File: src/rtl/timer_counter_pkg.sv
// Shared constants for the memory-mapped countdown timer.
// FSM states, mode codes, register offsets and CTRL bit positions.
package timer_counter_pkg;

  typedef enum logic [1:0] {
    ST_IDLE = 2'd0,
    ST_LOAD = 2'd1,
    ST_CNT  = 2'd2,
    ST_INT  = 2'd3
  } state_t;

  localparam logic [1:0] MODE_ONE = 2'b00;
  localparam logic [1:0] MODE_PER = 2'b01;

  localparam logic [1:0] OFF_CTRL   = 2'd0;
  localparam logic [1:0] OFF_PRESET = 2'd1;
  localparam logic [1:0] OFF_COUNT  = 2'd2;
  localparam logic [1:0] OFF_RSVD   = 2'd3;

  localparam int CTRL_EN = 0;
  localparam int CTRL_IM = 3;

endpackage

File: src/rtl/timer_regs.sv
// Bus decode, CTRL/PRESET registers and read mux for timer_counter.
// TIMER_IRQ_EN keeps the CTRL.IM bit; otherwise it reads 0.
module timer_regs
  import timer_counter_pkg::*;
(
  input  logic        clk,
  input  logic        reset,
  input  logic [1:0]  sel,
  input  logic        we,
  input  logic [31:0] wdata,
  input  logic [31:0] count,
  input  logic        en_clr,
  output logic        en,
  output logic [1:0]  mode,
`ifdef TIMER_IRQ_EN
  output logic        im,
  output logic        ctrl_wr,
`endif
  output logic [31:0] preset,
  output logic [31:0] rdata
);

`ifdef TIMER_IRQ_EN
  localparam logic [3:0] CTRL_MASK = 4'hF;
`else
  localparam logic [3:0] CTRL_MASK = 4'h7;
`endif

  logic [3:0] ctrl_q;
  logic       wr_ctrl;
  logic       wr_pre;
  logic       unused_wdata;

  assign wr_ctrl      = we && (sel == OFF_CTRL);
  assign wr_pre       = we && (sel == OFF_PRESET);
  assign unused_wdata = ^wdata[31:3];

  // CTRL: a bus write beats the FSM's En-clear on the same edge
  always_ff @(posedge clk or negedge reset) begin
    if (!reset) begin
      ctrl_q <= '0;
    end else if (wr_ctrl) begin
      ctrl_q <= wdata[3:0] & CTRL_MASK;
    end else if (en_clr) begin
      ctrl_q[CTRL_EN] <= 1'b0;
    end
  end

  // PRESET is only sampled by the FSM in LOAD
  always_ff @(posedge clk or negedge reset) begin
    if (!reset) begin
      preset <= '0;
    end else if (wr_pre) begin
      preset <= wdata;
    end
  end

  // Combinational read mux on the word offset
  always_comb begin
    rdata = '0;
    unique case (1'b1)
      (sel == OFF_CTRL):   rdata = {28'd0, ctrl_q};
      (sel == OFF_PRESET): rdata = preset;
      (sel == OFF_COUNT):  rdata = count;
      (sel == OFF_RSVD):   rdata = '0;
    endcase
  end

  assign en   = ctrl_q[CTRL_EN];
  assign mode = ctrl_q[2:1];
`ifdef TIMER_IRQ_EN
  assign im      = ctrl_q[CTRL_IM];
  assign ctrl_wr = wr_ctrl;
`endif

endmodule

File: src/rtl/timer_counter.sv
// Countdown timer with one-shot and periodic reload, level irq to CP0.
// Define TIMER_IRQ_EN to build the pending/IM interrupt logic.
module timer_counter
  import timer_counter_pkg::*;
(
  input  logic        clk,
  input  logic        reset,
  input  logic [31:0] addr,
  input  logic        we,
  input  logic [31:0] wdata,
  output logic [31:0] rdata,
  output logic        irq
);

  state_t      state;
  state_t      state_nxt;
  logic [31:0] count;
  logic [31:0] count_nxt;
  logic [31:0] preset;
  logic        en;
  logic        en_clr;
  logic [1:0]  mode;
  logic        periodic;
  logic        unused_addr;

  assign unused_addr = ^{addr[31:4], addr[1:0]};
  assign periodic    = (mode == MODE_PER);

`ifdef TIMER_IRQ_EN
  logic im;
  logic ctrl_wr;
  logic pending;
`endif

  timer_regs u_regs (
    .clk     (clk),
    .reset   (reset),
    .sel     (addr[3:2]),
    .we      (we),
    .wdata   (wdata),
    .count   (count),
    .en_clr  (en_clr),
    .en      (en),
    .mode    (mode),
`ifdef TIMER_IRQ_EN
    .im      (im),
    .ctrl_wr (ctrl_wr),
`endif
    .preset  (preset),
    .rdata   (rdata)
  );

  // State and COUNT registers
  always_ff @(posedge clk or negedge reset) begin
    if (!reset) begin
      state <= ST_IDLE;
      count <= '0;
    end else begin
      state <= state_nxt;
      count <= count_nxt;
    end
  end

  // Next state; COUNT saturates at 0 and PRESET=0 acts like 1
  always_comb begin
    state_nxt = state;
    count_nxt = count;
    en_clr    = 1'b0;
    unique case (state)
      ST_IDLE: begin
        if (en) state_nxt = ST_LOAD;
      end
      ST_LOAD: begin
        count_nxt = preset;
        state_nxt = ST_CNT;
      end
      ST_CNT: begin
        if (!en) begin
          state_nxt = ST_IDLE;
        end else if (count <= 32'd1) begin
          count_nxt = '0;
          state_nxt = ST_INT;
        end else begin
          count_nxt = count - 32'd1;
        end
      end
      ST_INT: begin
        if (periodic) begin
          state_nxt = ST_LOAD;
        end else begin
          en_clr    = 1'b1;
          state_nxt = ST_IDLE;
        end
      end
    endcase
  end

`ifdef TIMER_IRQ_EN
  // pending sets on entry to INT; only a CTRL write drops it
  always_ff @(posedge clk or negedge reset) begin
    if (!reset) begin
      pending <= 1'b0;
    end else if (state == ST_CNT && state_nxt == ST_INT) begin
      pending <= 1'b1;
    end else if (ctrl_wr) begin
      pending <= 1'b0;
    end
  end

  assign irq = pending & im;
`else
  assign irq = 1'b0;
`endif

endmodule

File: config.mk
export PLATFORM = sky130hd
export DESIGN_NAME = timer_counter
export DESIGN_NICKNAME = d
export VERILOG_FILES = /design/src/rtl/timer_counter_pkg.sv /design/src/rtl/timer_regs.sv /design/src/rtl/timer_counter.sv
export SDC_FILE = /design/constraint.sdc
export NUM_CORES = 1
export LEC_CHECK = 0
export BUFFER_PORTS_ARGS = -buffer_cell sky130_fd_sc_hd__buf_2
export CAP_MARGIN = 0
export CELL_PAD_IN_SITES_DETAIL_PLACEMENT = 1
export CELL_PAD_IN_SITES_GLOBAL_PLACEMENT = 2
export CORE_MARGIN = 5
export CORE_UTILIZATION = 28
export CTS_CLUSTER_DIAMETER = 200
export DETAILED_ROUTE_END_ITERATION = 8
export GPL_TIMING_DRIVEN = 0
export PLACE_DENSITY_LB_ADDON = 0.1
export SLEW_MARGIN = 15
export SYNTH_ARGS = -nofsm -noshare
export SYNTH_HDL_FRONTEND = slang
export SYNTH_SLANG_ARGS = --single-unit
File: constraint.sdc
create_clock -name clk -period 3.1 [get_ports clk]
set_input_delay 0.155 -clock clk [delete_from_list [all_inputs] [get_ports clk]]
set_output_delay 0.155 -clock clk [all_outputs]
set_load 0.02 [all_outputs]
# After elaboration in Yosys (flattened, before gate mapping)
# Index checks and enable logic that the tools add are counted.
# totals
elab_cells	38
register_bits	69
out_inout_bits	33
# classes
eq_ne	10
n_mux	13
reduce_logical	8
magnitude_cmp	1
addsub	1
# ops
operator	n
32-bit one-hot mux with 4 select lines	1
32-bit 2-to-1 mux	2
32-bit one-hot mux with 2 select lines	1
32-bit by 1-bit less-or-equal comparator with 1-bit output (second input constant)	1
32-bit by 1-bit subtractor with 32-bit output (second input constant)	1
2-bit equality test (second input constant)	4
2-bit one-hot mux with 4 select lines	1
2-bit by 1-bit equality test with 1-bit output (second input constant)	3
2-bit 2-to-1 mux	3
1-bit 2-to-1 mux	5
2-bit zero test	2
2-bit by 1-bit != test with 1-bit output (second input constant)	2
2-bit AND reduction	2
2-bit nonzero test	2
3-bit != test (second input constant)	1
1-bit logical AND	2

# Depth between registers and ports, before layout
# logic_depth
ltp_word	5
mapped_depth	8
mapped_depth_nobuf	7

# By module
# Synthesis repeated with hierarchy kept, for this count alone.
# hier_totals
cells_unflattened	368
area_unflattened_um2	3960.0
# by_module_without_submodules
mod	area_each_um2	cells_per_inst	instances
timer_counter	2133.3	247	1
timer_regs	1826.8	121	1

# Worst setup path before layout
# No wires, ideal clock.
# synth_timing
kind	reg-to-reg
start	register count[0]
end	register count[30]
setup_ns	0.101
period_less_slack_ns	2.261
n_path_buf	1
required_ns	2.999
setup_slack_ns	0.839
arrival_time_ns	2.160
path_stages_with_launch	9
cell_sequence	dfrtp_1 inv_1 ha_1 or3b_2 clkbuf_1 nor4_4 nand2_1 or3_1 o311ai_2
# synth_via
elab_chain_cells	4
# synth_rtl
item	line_no	rtl
from (decl)	timer_counter.sv:17	logic [31:0] count;
from (signal assigned)	timer_counter.sv:60	count <= count_nxt;
32-bit by 1-bit subtractor with 32-bit output or 32-bit by 1-bit less-or-equal comparator with 1-bit output (tied branches)	timer_counter.sv:84, timer_counter.sv:80	
32-bit 2-to-1 mux (*)	timer_counter.sv:80	end else if (count <= 32'd1) begin
32-bit 2-to-1 mux (*)	timer_counter.sv:78	if (!en) begin
32-bit one-hot mux with 2 select lines (*)	timer_counter.sv:69	unique case (state)
# Every way passes the cells marked *; elsewhere a longest branch is shown, timed or not. The select of a mux whose other input is x is not followed.
# A chain may end at the register's enable or synchronous reset.

# Final worst setup path
# Same ends and word-level chain as after synthesis.

==> impl_results.md <==
* Status: completed
* Final setup viols at 0
* Vias at around 3400
* Hold buffer count at cts at 1
* Crit-path slowest cell: dfrtp_1
* Peak VDD IR at between 0.3 and 0.4 mV
* Initial antenna violation count at 0
* Worst reg-to-reg path cell count at 8
* Most frequent cells in the layout: dfrtp_1, buf_2, mux2_2, a22o_1, clkbuf_1
* Critical Path Max Stage Delay at 450 ps
* Fillers at ~1500
* Fin. max-slew vios at 0
* Hold Path Class: input port to flip-flop
* Final ANT Viol Nets at 0
* CP endpoint kind: flip-flop
* CP bufs+invs at 2
* Max FO, Critical Path at 8
* N_diodes at 0
* FFs w/ async S/R, synth at 100%
* Die height at between 100 and 150 µm
* Rows at 42
* Final-stage net count at a little over 500
* Number of synthesized flops with an enable pin at 0
* CTS tree: yes
* Worst-path cell chain: inv_1 -> ha_1 -> or3b_2 -> clkbuf_1 -> nor4_4 -> nand2_1 -> or3_1 -> o311ai_2
* Seq/Total Area, Yosys at roughly 45%
* DP Area at approximately 4400 µm²
* First-pass GRT wire length at 21700 µm
* Min Hold Slack at about 40 ps
* Dpl hpwl at 9740 µm
* Crit path max-delay family: simple AND/OR/NAND/NOR gates
* XOR/XNOR Fraction of Synth Area at 0%
* Post-CTS setup buffer count at 0
* Ys flop type: dfrtp_1
* Ports at 100
* Vias in the first global route at roughly 3600
* Pwr/cell area at about 940 nW/µm²
* Compound-Gate Fraction of Synth Area at between 20% and 30%
* Hold worst-path end: u_regs.preset[31]
* Root buffer cell: clkbuf_16
* Tot GR Track Use at 17.6%
* FMAX at around 360 MHz
* Vias per std cell at 5.43
* GRT Residual Overflow at 0
* Clk slew on worst S/H paths at roughly 60 ps
* Mux contribution to synthesized area at between 10 and 15%
* R2R Path Start: count[0]
* Avg Synthesized Cell Area at around 11 µm²
* Total CTS buffers at 9
* Type of origin of the critical path: flip-flop
* Area of the mapped netlist at slightly below 4000 µm²
* Worst path required time at approximately 3400 ps
* Cells after synthesis at between 300 and 400
* YS warnings at 0
* Area Overhead vs Synth at 22.9%
* Synth Area in Adders at less than 1%
* Main combinational cell family by area after synthesis: compound AO/OA/AOI/OAI gates
* Relative slew margins at a little under half
* Buffers added on ports at 67
* Setup TNS at 0 ps
* CTS Buffer Depth at 2
* WS Path Type: flip-flop to flip-flop
* Ratio of cells with drive above 1 in the final layout at around 29%
* FF-to-FF setup slack at roughly 330 ps
* Commonest non-fill, non-tap cell in the layout: dfrtp_1
* Starting Density at about 29%
* Worst skew pair latency at 340 ps
* Simple logic cell fraction of the synthesized area at 14.2%
* Worst slew pin tran at ~800 ps
* Die area at roughly 16000 µm²
* Design area at 4730 µm²
* Initial DRT Pass Iterations at 7
* Worst Clk Skew at 8.46 ps
* Max_cap viols at 0
* WHS Path Cells at 2
* Routability Congestion at 0.809
* Iter 0 DRT Violations at between 150 and 200
* Post-DR wirelength/cell at about 22 µm
* Drt drc at 0
* Synth Register Bits at between 60 and 70
* Core area at 13300 µm²
* Die W at around 130 µm
* Final WL at around 14000 µm
* H-tree Lvls at 3
* Leak Pwr at around 2.0 nW
* RSZ-0062 raised after global routing: no
* Worst Path Arrival at 3010 ps
* CTS sink count at between 60 and 70
* Min-delay src: wdata[31]
* Final min period at ~2800 ps
* Reg-to-Reg End: count[30]
* Syn Nets at 435
* Unique masters post-synth at 53
* Period Utilization, post-route at between 80% and 90%
* Final Hold Violating Endpoints at 0
* Largest net degree at the start of global routing at 36
* Post-cts resize count at 0
[state kept, by name (all words and copies together), names as in the netlist]
name	count
u_regs.ctrl_q	3
u_regs.preset	32
state	2
count	32
[metal layers]
layer / GRT usage [%] / share of wire (%)
met2: 28.3 / 47
met4: 4.67 / 1.3
met3: 4.30 / 3.5
met1: 23.7 / 48
met5: 0 / 0
[worst max path at each step]
stage / start / end / slack, ps / depth (start not counted)
after floorplan: count[0] / count[30] / 840 / 8
after global placement: count[0] / count[30] / 370 / 8
after detailed placement: count[0] / count[30] / 340 / 8
after CTS: count[0] / count[30] / 330 / 8
after global routing: count[1] / count[30] / 150 / 8
final: count[0] / count[30] / 330 / 8
[logic make-up (layout without fill, tap and decap cells)]
kind of cell / Yosys count / count (layout)
AOI/OAI and AO/OA: 127 / 127
and+or+nand+nor: 90 / 90
DFF: 69 / 69
buffers and inverters: 40 / 124
muxes: 37 / 37
adders and majority gates: 2 / 2
other: 1 / 1
[metrics by stage]
stage	cells	setup WS (ps)	power, mW	utilization (%)
2_1_floorplan	366	839	2.75	-
3_3_place_gp	609	375	3.39	33.0
3_5_place_dp	610	343	3.43	33.2
4_1_cts	626	325	4.51	35.4
5_1_grt	626	146	4.76	35.4
6_report	626	332	4.46	35.4
[cell type report]
type,instances,area [µm²],area share (%)
flip-flops and latches,69,1730,36.5
clock buffers,14,264,5.58
multi-input cells,257,1950,41.2
clock inverters,1,30.0,0.635
plain buffers,30,134,2.83
inverters,10,37.5,0.793
well taps,176,220,4.65
repair buffers,69,368,7.78
[Yosys cell counts (all sizes together) (2+ instances only)]
master   count  share of area [%]
nor2b        5               0.81
buf          9                1.4
a32oi        5                1.1
nand4        3               0.49
a221oi       2               0.46
mux2        34                9.9
a22o        32                7.3
nand2b       2               0.33
o21ai       20                2.6
o22ai        4               0.65
nand3        6               0.78
a221o        2               0.52
nor3         8                1.2
dfrtp       69                 45
mux2i        3               0.78
or4          7                1.7
nand2       21                2.0
a21oi        7               0.91
clkbuf      21                2.0
o211ai      13                2.5
o221ai       2               0.46
nor2        13                1.3
nor4         6                2.3
a31oi        3               0.49
inv          9               0.88
o311ai       7                1.8
a22oi       15                2.9
ha           2               0.65
o31ai        5               0.98
o2bb2ai      5                1.1
or3         14                2.3
[power by group]
group	leakage [nW]	internal (mW)	switching, mW
clock network	0.143	0.663	0.385
registers	0.838	1.21	0.409
logic	0.986	0.692	1.10
Note: power is estimated with default switching activity, not from simulation.
